<file path="src/rtl/key_pkg.sv">
`default_nettype none
// ============================================================================
//  Module      : key_pkg
//  Description : Shared definitions for the keypad path (scanner, key_event,
//                game FSM): key code width, "no key" code, the 16 key codes
//                and the key_event state encoding.
//  Revision    : 1.0 - initial release
// ============================================================================
package key_pkg;

    // Key code: [3:0] = key number 0..15, [4] = 1 marks "invalid / no key".
    localparam int              KEY_W    = 5;
    localparam logic [KEY_W-1:0] KEY_NONE = 5'h10;

    localparam logic [KEY_W-1:0] KEY_0 = 5'h00;
    localparam logic [KEY_W-1:0] KEY_1 = 5'h01;
    localparam logic [KEY_W-1:0] KEY_2 = 5'h02;
    localparam logic [KEY_W-1:0] KEY_3 = 5'h03;
    localparam logic [KEY_W-1:0] KEY_4 = 5'h04;
    localparam logic [KEY_W-1:0] KEY_5 = 5'h05;
    localparam logic [KEY_W-1:0] KEY_6 = 5'h06;
    localparam logic [KEY_W-1:0] KEY_7 = 5'h07;
    localparam logic [KEY_W-1:0] KEY_8 = 5'h08;
    localparam logic [KEY_W-1:0] KEY_9 = 5'h09;
    localparam logic [KEY_W-1:0] KEY_A = 5'h0A;
    localparam logic [KEY_W-1:0] KEY_B = 5'h0B;
    localparam logic [KEY_W-1:0] KEY_C = 5'h0C;
    localparam logic [KEY_W-1:0] KEY_D = 5'h0D;
    localparam logic [KEY_W-1:0] KEY_E = 5'h0E;
    localparam logic [KEY_W-1:0] KEY_F = 5'h0F;

    // key_event FSM encoding; the numeric values are exported on state_dbg.
    typedef enum logic [1:0] {
        ST_IDLE       = 2'd0,
        ST_DB_PRESS   = 2'd1,
        ST_HELD       = 2'd2,
        ST_DB_RELEASE = 2'd3
    } state_t;

    // A scanner sample counts only when a key is down and the code is real.
    function automatic logic key_valid(input logic pressed, input logic [KEY_W-1:0] key);
        return pressed & ~key[KEY_W-1];
    endfunction

endpackage
`default_nettype wire

</file>
<file path="src/rtl/key_repeat_timer.sv">
`default_nettype none
// ============================================================================
//  Module      : key_repeat_timer
//  Description : Hold-time counter for auto-repeat. Counts cycles in which the
//                held key is still present (run=1), saturating at all-ones,
//                and flags the cycles that must produce a repeat strobe:
//                first when the count reaches REPEAT_DELAY, then every
//                REPEAT_RATE counted cycles after that.
//  Ports       : clk   - system clock
//                rst   - synchronous reset, active-high
//                clear - restart the hold time (new press accepted)
//                run   - held key present this cycle; advances the count
//                fire  - combinational: this run cycle is a repeat point
//  Revision    : 1.0 - initial release
// ============================================================================
module key_repeat_timer
    import key_pkg::*;
#(
    parameter int CNT_W        = 20,
    parameter int REPEAT_DELAY = 25000000,
    parameter int REPEAT_RATE  = 0
) (
    input  logic clk,
    input  logic rst,
    input  logic clear,
    input  logic run,
    output logic fire
);

    // Comparisons are done at 33 bits so a REPEAT_DELAY larger than the
    // counter range simply never matches instead of aliasing after truncation.
    localparam logic             c_enabled   = (REPEAT_RATE != 0);
    localparam logic [32:0]      c_delay     = 33'(REPEAT_DELAY);
    localparam logic [32:0]      c_rate_last = c_enabled ? 33'(REPEAT_RATE - 1) : 33'd0;
    localparam logic [CNT_W-1:0] c_one       = {{(CNT_W-1){1'b0}}, 1'b1};

    logic [CNT_W-1:0] r_rep;     // held-cycle count, frozen while run=0
    logic [CNT_W-1:0] r_phase;   // position inside the current repeat period
    logic             r_past;    // first repeat point already reached

    logic             w_rep_sat;
    logic [CNT_W-1:0] w_rep_next;
    logic             w_hit_delay;
    logic             w_phase_wrap;

    assign w_rep_sat    = &r_rep;
    assign w_rep_next   = w_rep_sat ? r_rep : (r_rep + c_one);

    // The count reaches REPEAT_DELAY on this cycle (only once per press).
    assign w_hit_delay  = !r_past && !w_rep_sat && (33'(w_rep_next) == c_delay);

    // After the first repeat, a period counter keeps strobing at a steady
    // rate even once r_rep has saturated.
    assign w_phase_wrap = r_past && (33'(r_phase) == c_rate_last);

    assign fire = c_enabled && run && (w_hit_delay || w_phase_wrap);

    always_ff @(posedge clk) begin
        if (rst || clear) begin
            r_rep   <= '0;
            r_phase <= '0;
            r_past  <= 1'b0;
        end else if (run) begin
            r_rep <= w_rep_next;
            if (w_hit_delay) begin
                r_past  <= 1'b1;
                r_phase <= '0;
            end else if (r_past) begin
                r_phase <= w_phase_wrap ? '0 : (r_phase + c_one);
            end
        end
    end

endmodule
`default_nettype wire

</file>
<file path="src/rtl/key_event.sv">
`default_nettype none
// ============================================================================
//  Module      : key_event
//  Description : Turns the keypad scanner's raw (bouncing) key code and
//                pressed flag into clean single-cycle events for the game
//                FSM: press, auto-repeat and release. Same clock domain as
//                the scanner, so inputs are used directly.
//  Ports       : clk            - system clock
//                rst            - synchronous reset, active-high
//                key_in[4:0]    - raw key code, [4]=1 means no/invalid key
//                pressed_in     - raw "a key is down" flag
//                key_out[4:0]   - debounced key, updated only on a new press
//                key_strobe     - 1-cycle pulse on press and each repeat
//                key_held       - high while a debounced key is down
//                release_strobe - 1-cycle pulse on accepted release
//                state_dbg[1:0] - current FSM state
//  Revision    : 1.0 - initial release
// ============================================================================
module key_event
    import key_pkg::*;
#(
    parameter int CNT_W           = 20,
    parameter int DEBOUNCE_CYCLES = 500000,
    parameter int REPEAT_DELAY    = 25000000,
    parameter int REPEAT_RATE     = 0
) (
    input  logic             clk,
    input  logic             rst,
    input  logic [KEY_W-1:0] key_in,
    input  logic             pressed_in,
    output logic [KEY_W-1:0] key_out,
    output logic             key_strobe,
    output logic             key_held,
    output logic             release_strobe,
    output logic [1:0]       state_dbg
);

    localparam logic [CNT_W-1:0] c_db_last = CNT_W'(DEBOUNCE_CYCLES - 1);
    localparam logic [CNT_W-1:0] c_one     = {{(CNT_W-1){1'b0}}, 1'b1};

    state_t           r_state;
    logic [KEY_W-1:0] r_cand;    // key being debounced towards a press
    logic [CNT_W-1:0] r_cnt;     // debounce count for press and release

    logic w_valid;
    logic w_match_cand;
    logic w_match_key;
    logic w_db_done;
    logic w_rep_clear;
    logic w_rep_run;
    logic w_rep_fire;

    assign w_valid      = key_valid(pressed_in, key_in);
    assign w_match_cand = w_valid && (key_in == r_cand);
    assign w_match_key  = w_valid && (key_in == key_out);
    assign w_db_done    = (r_cnt == c_db_last);

    // Hold time restarts on each accepted press and only advances while the
    // debounced key is seen in HELD, so a release bounce freezes it.
    assign w_rep_clear  = (r_state == ST_DB_PRESS) && w_match_cand && w_db_done;
    assign w_rep_run    = (r_state == ST_HELD) && w_match_key;

    key_repeat_timer #(
        .CNT_W        (CNT_W),
        .REPEAT_DELAY (REPEAT_DELAY),
        .REPEAT_RATE  (REPEAT_RATE)
    ) u_repeat (
        .clk   (clk),
        .rst   (rst),
        .clear (w_rep_clear),
        .run   (w_rep_run),
        .fire  (w_rep_fire)
    );

    assign state_dbg = r_state;

    always_ff @(posedge clk) begin
        if (rst) begin
            r_state        <= ST_IDLE;
            r_cand         <= '0;
            r_cnt          <= '0;
            key_out        <= '0;
            key_strobe     <= 1'b0;
            key_held       <= 1'b0;
            release_strobe <= 1'b0;
        end else begin
            // Strobes are single-cycle unless re-asserted below.
            key_strobe     <= 1'b0;
            release_strobe <= 1'b0;

            case (r_state)
                ST_IDLE: begin
                    if (w_valid) begin
                        r_cand  <= key_in;
                        r_cnt   <= '0;
                        r_state <= ST_DB_PRESS;
                    end
                end

                ST_DB_PRESS: begin
                    if (!w_match_cand) begin
                        // Bounce or key change: drop the attempt silently.
                        r_cnt   <= '0;
                        r_state <= ST_IDLE;
                    end else if (w_db_done) begin
                        key_out    <= r_cand;
                        key_strobe <= 1'b1;
                        key_held   <= 1'b1;
                        r_cnt      <= '0;
                        r_state    <= ST_HELD;
                    end else begin
                        r_cnt <= r_cnt + c_one;
                    end
                end

                ST_HELD: begin
                    if (w_match_key) begin
                        key_strobe <= w_rep_fire;
                    end else begin
                        // Released or rolled over to another key.
                        r_cnt   <= '0;
                        r_state <= ST_DB_RELEASE;
                    end
                end

                ST_DB_RELEASE: begin
                    if (w_match_key) begin
                        // Release bounce: back to HELD with no event.
                        r_cnt   <= '0;
                        r_state <= ST_HELD;
                    end else if (w_db_done) begin
                        key_held       <= 1'b0;
                        release_strobe <= 1'b1;
                        r_cnt          <= '0;
                        r_state        <= ST_IDLE;
                    end else begin
                        r_cnt <= r_cnt + c_one;
                    end
                end

                default: begin
                    r_cnt   <= '0;
                    r_state <= ST_IDLE;
                end
            endcase
        end
    end

endmodule
`default_nettype wire

</file>
<file path="config.mk">
export PLATFORM = sky130hd
export DESIGN_NAME = key_event
export DESIGN_NICKNAME = d
export VERILOG_FILES = /design/src/rtl/key_pkg.sv /design/src/rtl/key_repeat_timer.sv /design/src/rtl/key_event.sv
export SDC_FILE = /design/constraint.sdc
export NUM_CORES = 1
export LEC_CHECK = 0
export ABC_AREA = 0
export CAP_MARGIN = 20
export CORE_ASPECT_RATIO = 0.6
export CORE_MARGIN = 3
export CORE_UTILIZATION = 49
export DETAILED_ROUTE_END_ITERATION = 8
export PLACE_DENSITY = 0.78
export SETUP_SLACK_MARGIN = 0.3
export SLEW_MARGIN = 10
export SYNTH_ARGS = -nofsm -noshare
export SYNTH_HDL_FRONTEND = slang
export SYNTH_SLANG_ARGS = --single-unit
</file>
<file path="constraint.sdc">
create_clock -name clk -period 2.3 [get_ports clk]
set_input_delay 0.23 -clock clk [delete_from_list [all_inputs] [get_ports clk]]
set_output_delay 0.23 -clock clk [all_outputs]
set_load 0.02 [all_outputs]
</file>
==> results of run 1 <==
[state kept, by name, summed over array words and instances (netlist names)]
| signal | count |
|---|---|
| r_cnt | 20 |
| key_out | 5 |
| r_cand | 5 |
| state_dbg | 2 |
| key_held | 1 |
| key_strobe | 1 |
| release_strobe | 1 |
[through the flow]
stage,worst slack [ps],util (%)
after global placement,45.5,60.4
final,373,66.3
after detailed placement,-28.9,60.4
after CTS,298,63.5
after floorplan,359,-
after global routing,248,66.3
[cell usage after synthesis, types with 2 or more instances]
master	n
nand2_1	10
o21ai_4	2
xnor2_1	4
a21oi_1	7
a221oi_1	7
buf_6	2
or4_4	2
xor2_1	7
nor3b_1	2
clkbuf_1	6
o21ai_0	9
nand4_1	4
a221oi_2	7
o31ai_1	12
mux2i_1	8
or3_1	7
nor4_2	3
dfxtp_1	35
nor3_1	3
a211oi_1	4
or4_1	7
inv_1	8
and3_1	3
o211ai_1	2
nor2_1	14
and2_1	2
buf_2	4
nand2b_1	2
nand3_1	6
[final timing paths]
| kind | from | endpoint | slack, ps | cells after the start |
|---|---|---|---|---|
| hold / removal | key_in[3] | r_cand[3]$_SDFFE_PP0P_ | 390 | 4 |
| hold reg to reg | key_held$_SDFFE_PP0P_ | key_held$_SDFFE_PP0P_ | 490 | 2 |
| setup reg to reg | r_cnt[1]$_SDFFE_PP0P_ | r_cnt[14]$_SDFFE_PP0P_ | 370 | 7 |
| setup / recovery | r_cnt[1]$_SDFFE_PP0P_ | r_cnt[14]$_SDFFE_PP0P_ | 370 | 7 |
[report_power, final]
| part | total (W) | switching [W] | internal, W | leakage (nW) |
|---|---|---|---|---|
| clock | 0.000431 | 0.000219 | 0.000212 | 0.0422 |
| sequential | 0.000617 | 0.00000672 | 0.000610 | 0.288 |
| combinational | 0.000127 | 0.0000713 | 0.0000555 | 0.546 |
| total | 0.00118 | 0.000297 | 0.000878 | 0.876 |
[worst reg2reg max path, stage by stage (launching register included)]
cell	delay [ps]
dfxtp_4	380
ha_4	160
nand3_4	120
a21oi_2	200
o21ai_2	90
buf_6	150
or4_1	500
a221oi_1	260
[timing repair]
item                                    in CTS  in global routing
endpoints found under the setup margin       8                 17
buffers inserted                             1                  3
resized for setup                            5                 24
cloned                                       1                  0
pin swaps                                    3                  5
[routing by layer]
metal  share of wire, %  GRT usage [%]  routed length [µm]  up-vias
met5                  0              0                   0        -
met4               0.87           6.12                  44        0
met3                8.4           5.18                 423        6
met2                 41           30.4                2060       86
met1                 50           35.7                2530      878
li1                   -              -                   -      869
[logic make-up (layout without fill, tap and decap cells)]
logic type | count (synthesis) | count (layout) | synth area share, %
multiplexers | 8 | 8 | 4.07
adder cells (fa/ha/maj) | 1 | 1 | 0.636
AND/OR/NAND/NOR | 75 | 75 | 24.9
flip-flops | 35 | 35 | 35.6
buffers and inverters | 22 | 54 | 5.47
XOR/XNOR | 11 | 11 | 4.89
AO/OA/AOI/OAI | 58 | 59 | 24.5
[area by class of cell]
class	instances	area, µm²	share of cell area, %
Clock inverter	1	5.00	0.200
Multi-Input combinational cell	154	1250	50.0
Tap cell	47	58.8	2.35
Clock buffer	7	76.3	3.06
Inverter	8	30.0	1.20
Sequential cell	35	719	28.8
Timing Repair Buffer	38	359	14.4
==> metrics.cfg, run 1 <==
[run_status]
status = finished, final reports clean

[placed_design]
placedInstanceArea_um2 = 2270
globalplace.congestion = 0.894
port_buffers = 17
dp.cells = 277
place_hpwl_um = 3500

[die]
die_w_um = 87.8
chipHeight_um = 55.1
dieArea_um2 = 4840
ios = 18
core_area_um2 = 3760
initial_core_util_pct = 52.3
num_rows = 17

[yosys]
ys_seq_area_share_pct = 35.6
synth_cell_types = 50
synth_fp_nets = 219
syn-instance-count = 210
ys_ff_latch = 35
synthesis.area_um2 = 1970
synth_ff_type = dfxtp_1
synthArstFlopShare_pct = 0
yosys.area.top_type_share_pct = 35.6
synthTopCellsByArea = dfxtp_1, a221oi_2, o31ai_1, mux2i_1, a221oi_1
syn_area_per_cell_um2 = 9.37
synth_top_cell_by_area = dfxtp_1
yosys_warnings = 0
synth_edf_count = 0

[global_routing]
grt_usage_pct = 22.8
gr-total-overflow = 0
grt_max_degree = 19
grt_antenna_before_repair = 0
grt_pass1_vias = 1604
grt_pass1_wl_um = 8290

[final_layout]
drive_gt1_share_pct = 28.0
final_area_um2 = 2500
n_antenna_cell = 0
final_cells = 290
final_cell_mix = dfxtp_1, buf_4, clkdlybuf4s50_1, nor2_1, o31ai_1
syn_to_final_growth_pct = 26.9
num-nets-final = 251
fill_cells = 294
layout_commonest_cell = dfxtp_1

[detailed_routing]
drt_iter0_drc = 188
ant_nets = 0
route.detailed.drc = 0
dr.pass1.iters = 5
vias = 1839
viasPerCell = 6.34
wl_per_cell_um = 17.4
drt_wl_total_um = 5060

[sta]
holdWs_ps = 394
slew_viol_final = 0
fin_crit_sh_pct = 83.8
setup_viol = 0
rsz0062_at_grt = yes
tightest_slew_ps = 502
min_period_ps = 1930
final-hold-violation-count = 0
slew_headroom_pct = 66.5
skew_ps = 8.97
fmax_mhz = 519
tns_ps = 0

[power]
max-vdd-ir-drop_mv = 0.364
power_w = 0.00118
power_density_nw_per_um2 = 471
p_leak_nw = 0.876

[setup_path]
end_kind = register
path_delay_family = simple AND/OR/NAND/NOR gates
worstPathCellList = ha_4 > nand3_4 > a21oi_2 > o21ai_2 > buf_6 > or4_1 > a221oi_1
crit_buf_inv = 1
cp_max_fo = 13
cpMaxStageDelayCell = or4_1
cp_data_required_time_ps = 2500
cp-start-kind = register
worstSetupPathType = register to register
max_stage_delay_ps = 500
arrival_ps = 2130

[clock_network]
cts_htree_levels = 2
cts_buffers = 5
clk_latency_ps = 290
cts-root-buf = clkbuf_8
holdBufCountCts = 0
clock-sinks = 35
cts.clk_slew.worst_paths_ps = 70
cts_tree = done
cts_buffer_depth = 2

[min_path]
hold_path_class = input pin to register

[run]
drv_cap = 0

(Power assumes the default switching activity.)
==> run 2: changes to the inputs <==
clock period = 1.8 ns   (was 2.3 ns; I/O delays follow)
==> run 2 against run 1 <==
  * The run now ends with negative setup slack left
  * Largest cell class unchanged
  * Cell area is 32% higher
  * Routed wire length is 60% higher
  * Sequential cell count stayed put
  * Global-route usage is 5.2 points higher
  * Via count grew 26%
  * Largest power group unchanged
  * Worst setup slack worse by 630 ps
  * Combinational power grew 77%
  * Sequential power increased by 28%
  * First-iteration DRC count increased by 110%
  * Critical endpoint is now r_cnt[17]$_SDFFE_PP0P_
  * Hold slack better by 7.8 ps
==> metrics.cfg, run 2 (same netlist as run 1, synthesis figures left out) <==
[clock_network]
cts_htree_levels = 2  ; unchanged
cts_buffers = 5  ; unchanged
cts_buffer_depth = 2  ; unchanged
cts_tree = done  ; unchanged
cts-root-buf = clkbuf_8  ; unchanged
clk_latency_ps = 300  ; was 290 ps
clock-sinks = 35  ; unchanged
cts.clk_slew.worst_paths_ps = 70  ; about the same

[final_layout]
layout_commonest_cell = buf_4  ; was dfxtp_1
final_area_um2 = 3300  ; was 2500 µm²
n_antenna_cell = 0  ; unchanged
num-nets-final = 307  ; was 251
top_register = r_cnt  ; unchanged
drive_gt1_share_pct = 57.2  ; was 28.0%
largest_register_ffs = 20  ; unchanged
final_cell_mix = buf_4, dfxtp_1, nor2_1, dfxtp_2, a221oi_2  ; was dfxtp_1, buf_4, clkdlybuf4s50_1, nor2_1, o31ai_1
top_regs = r_cnt: 20 flops, key_out: 5 flops, r_cand: 5 flops  ; unchanged
syn_to_final_growth_pct = 67.7  ; was 26.9%

[power]
power_w = 0.00159  ; was 0.00118 W
max-vdd-ir-drop_mv = 0.418  ; was 0.364 mV
p_leak_nw = 1.33  ; was 0.876 nW
power_density_nw_per_um2 = 482  ; was 471 nW/µm²

[detailed_routing]
drt_iter0_drc = 397  ; was 188
route.detailed.drc = 0  ; unchanged
dr.pass1.iters = 5  ; unchanged
wl_met1_um = 3160  ; was 2530 µm
ant_nets = 0  ; unchanged
met2_length_um = 3580  ; was 2060 µm
viasPerCell = 6.72  ; was 6.34
drt_wl_total_um = 8110  ; was 5060 µm
wl_met3_um = 1000  ; was 423 µm
vias = 2325  ; was 1839
wl_per_cell_um = 23.4  ; was 17.4 µm
top_layer = met4  ; unchanged

[global_routing]
grt_max_degree = 19  ; unchanged
grt_antenna_before_repair = 0  ; unchanged
grt_pass1_vias = 2015  ; was 1604
gr-total-overflow = 0  ; unchanged
grt_pass1_wl_um = 10100  ; was 8290 µm
grt_usage_pct = 28.1  ; was 22.8%

[die]
dieArea_um2 = 4840  ; unchanged
die_w_um = 87.8  ; unchanged
num_rows = 17  ; unchanged
ios = 18  ; unchanged
chipHeight_um = 55.1  ; unchanged
core_area_um2 = 3760  ; unchanged
initial_core_util_pct = 52.3  ; unchanged

[setup_path]
critPathLaunch = r_cnt[12]$_SDFFE_PP0P_  ; was r_cnt[1]$_SDFFE_PP0P_
worstRegToRegCells = 5  ; was 7
cp_max_fo = 5  ; was 13
cp_data_required_time_ps = 1990  ; was 2500 ps
ff2ff_setup_slack_ps = -260  ; was 370 ps
cp-endpoint = r_cnt[17]$_SDFFE_PP0P_  ; was r_cnt[14]$_SDFFE_PP0P_
reg2reg_to = r_cnt[17]$_SDFFE_PP0P_  ; was r_cnt[14]$_SDFFE_PP0P_
end_kind = register  ; unchanged
worstSetupPathType = register to register  ; unchanged
cp-start-kind = register  ; unchanged
worstReg2RegStart = r_cnt[12]$_SDFFE_PP0P_  ; was r_cnt[1]$_SDFFE_PP0P_
arrival_ps = 2250  ; was 2130 ps

[sta]
min_period_ps = 2060  ; was 1930 ps
fmax_mhz = 485  ; was 519 MHz
slew_viol_final = 0  ; unchanged
finalWorstSetupSlack_ps = -262  ; was 373 ps
rsz0062_at_grt = yes  ; unchanged
tightest_slew_ps = 566  ; was 502 ps
holdWs_ps = 401  ; was 394 ps
skew_ps = 7.81  ; was 8.97 ps
fin_crit_sh_pct = 115  ; was 83.8%
final-hold-violation-count = 0  ; unchanged
setup_viol = 29  ; was 0
slew_headroom_pct = 62.1  ; was 66.5%

[placed_design]
port_buffers = 17  ; unchanged
globalplace.congestion = 0.861  ; was 0.894
place_hpwl_um = 3910  ; was 3500 µm
placedInstanceArea_um2 = 2600  ; was 2270 µm²

[run_status]
violations = negative setup slack
status = finished, violations left  ; was finished, final reports clean

[run]
drv_cap = 0  ; unchanged

[min_path]
hold_path_class = input pin to register  ; unchanged

## run 2: worst max-delay path: stages, from the launching register on
cell	delay (ps)
dfxtp_1	430
nand4_1	260
nor4_4	330
nand3_1	190
or4_4	440
a221oi_2	300
## run 2: routing by layer
layer	GRT usage, %	vias to the layer above
met2	47.4	187
met4	8.67	0
met3	5.62	56
met1	36.8	1095
met5	0	-
li1	-	987
## run 2: area by class of cell
cell class | instances | area, µm²
fillers | 163 | 464
inverters | 8 | 30.0
clock inverters | 1 | 5.00
flip-flops and latches | 35 | 729
repair buffers | 95 | 898
multi-input cells | 153 | 1500
clock buffers | 7 | 76.3
well taps | 47 | 58.8
## run 2: where the power goes
group	total [W]	switching [W]	internal, W
combinational	0.000225	0.000129	0.0000957
clock	0.000577	0.000305	0.000272
sequential	0.000788	0.00000856	0.000779
## run 2: worst min-delay path by stage
stage / startpoint / to / slack [ps] / cells after the start
2_1_floorplan: key_in[0] / r_cand[0]$_SDFFE_PP0P_ / 330 / 2
3_5_place_dp: key_held$_SDFFE_PP0P_ / key_held$_SDFFE_PP0P_ / 490 / 2
5_1_grt: key_in[1] / r_cand[1]$_SDFFE_PP0P_ / 410 / 3
6_report: key_in[0] / r_cand[0]$_SDFFE_PP0P_ / 400 / 3
3_3_place_gp: key_held$_SDFFE_PP0P_ / key_held$_SDFFE_PP0P_ / 490 / 2
4_1_cts: key_in[1] / r_cand[1]$_SDFFE_PP0P_ / 390 / 3
## run 2: per-stage QoR
stage                     setup TNS (ps)  worst slack [ps]  std cells  util, %
final                              -4520              -262        346     87.7
after CTS                           -133             -54.0        337     79.1
after floorplan                        0              2.05        210        -
after detailed placement           -8520              -459        311     69.1
after global routing               -8550              -361        346     87.7
after global placement             -7350              -394        311     69.1
## run 2: repair_timing
| item | CTS | global route |
|---|---|---|
| gates resized for setup | 46 | 44 |
| gates cloned | 0 | 3 |
| pin swaps | 29 | 29 |
| endpoints found under the setup margin | 37 | 34 |
| hold buffers | 0 | 0 |
| buffers inserted | 18 | 6 |
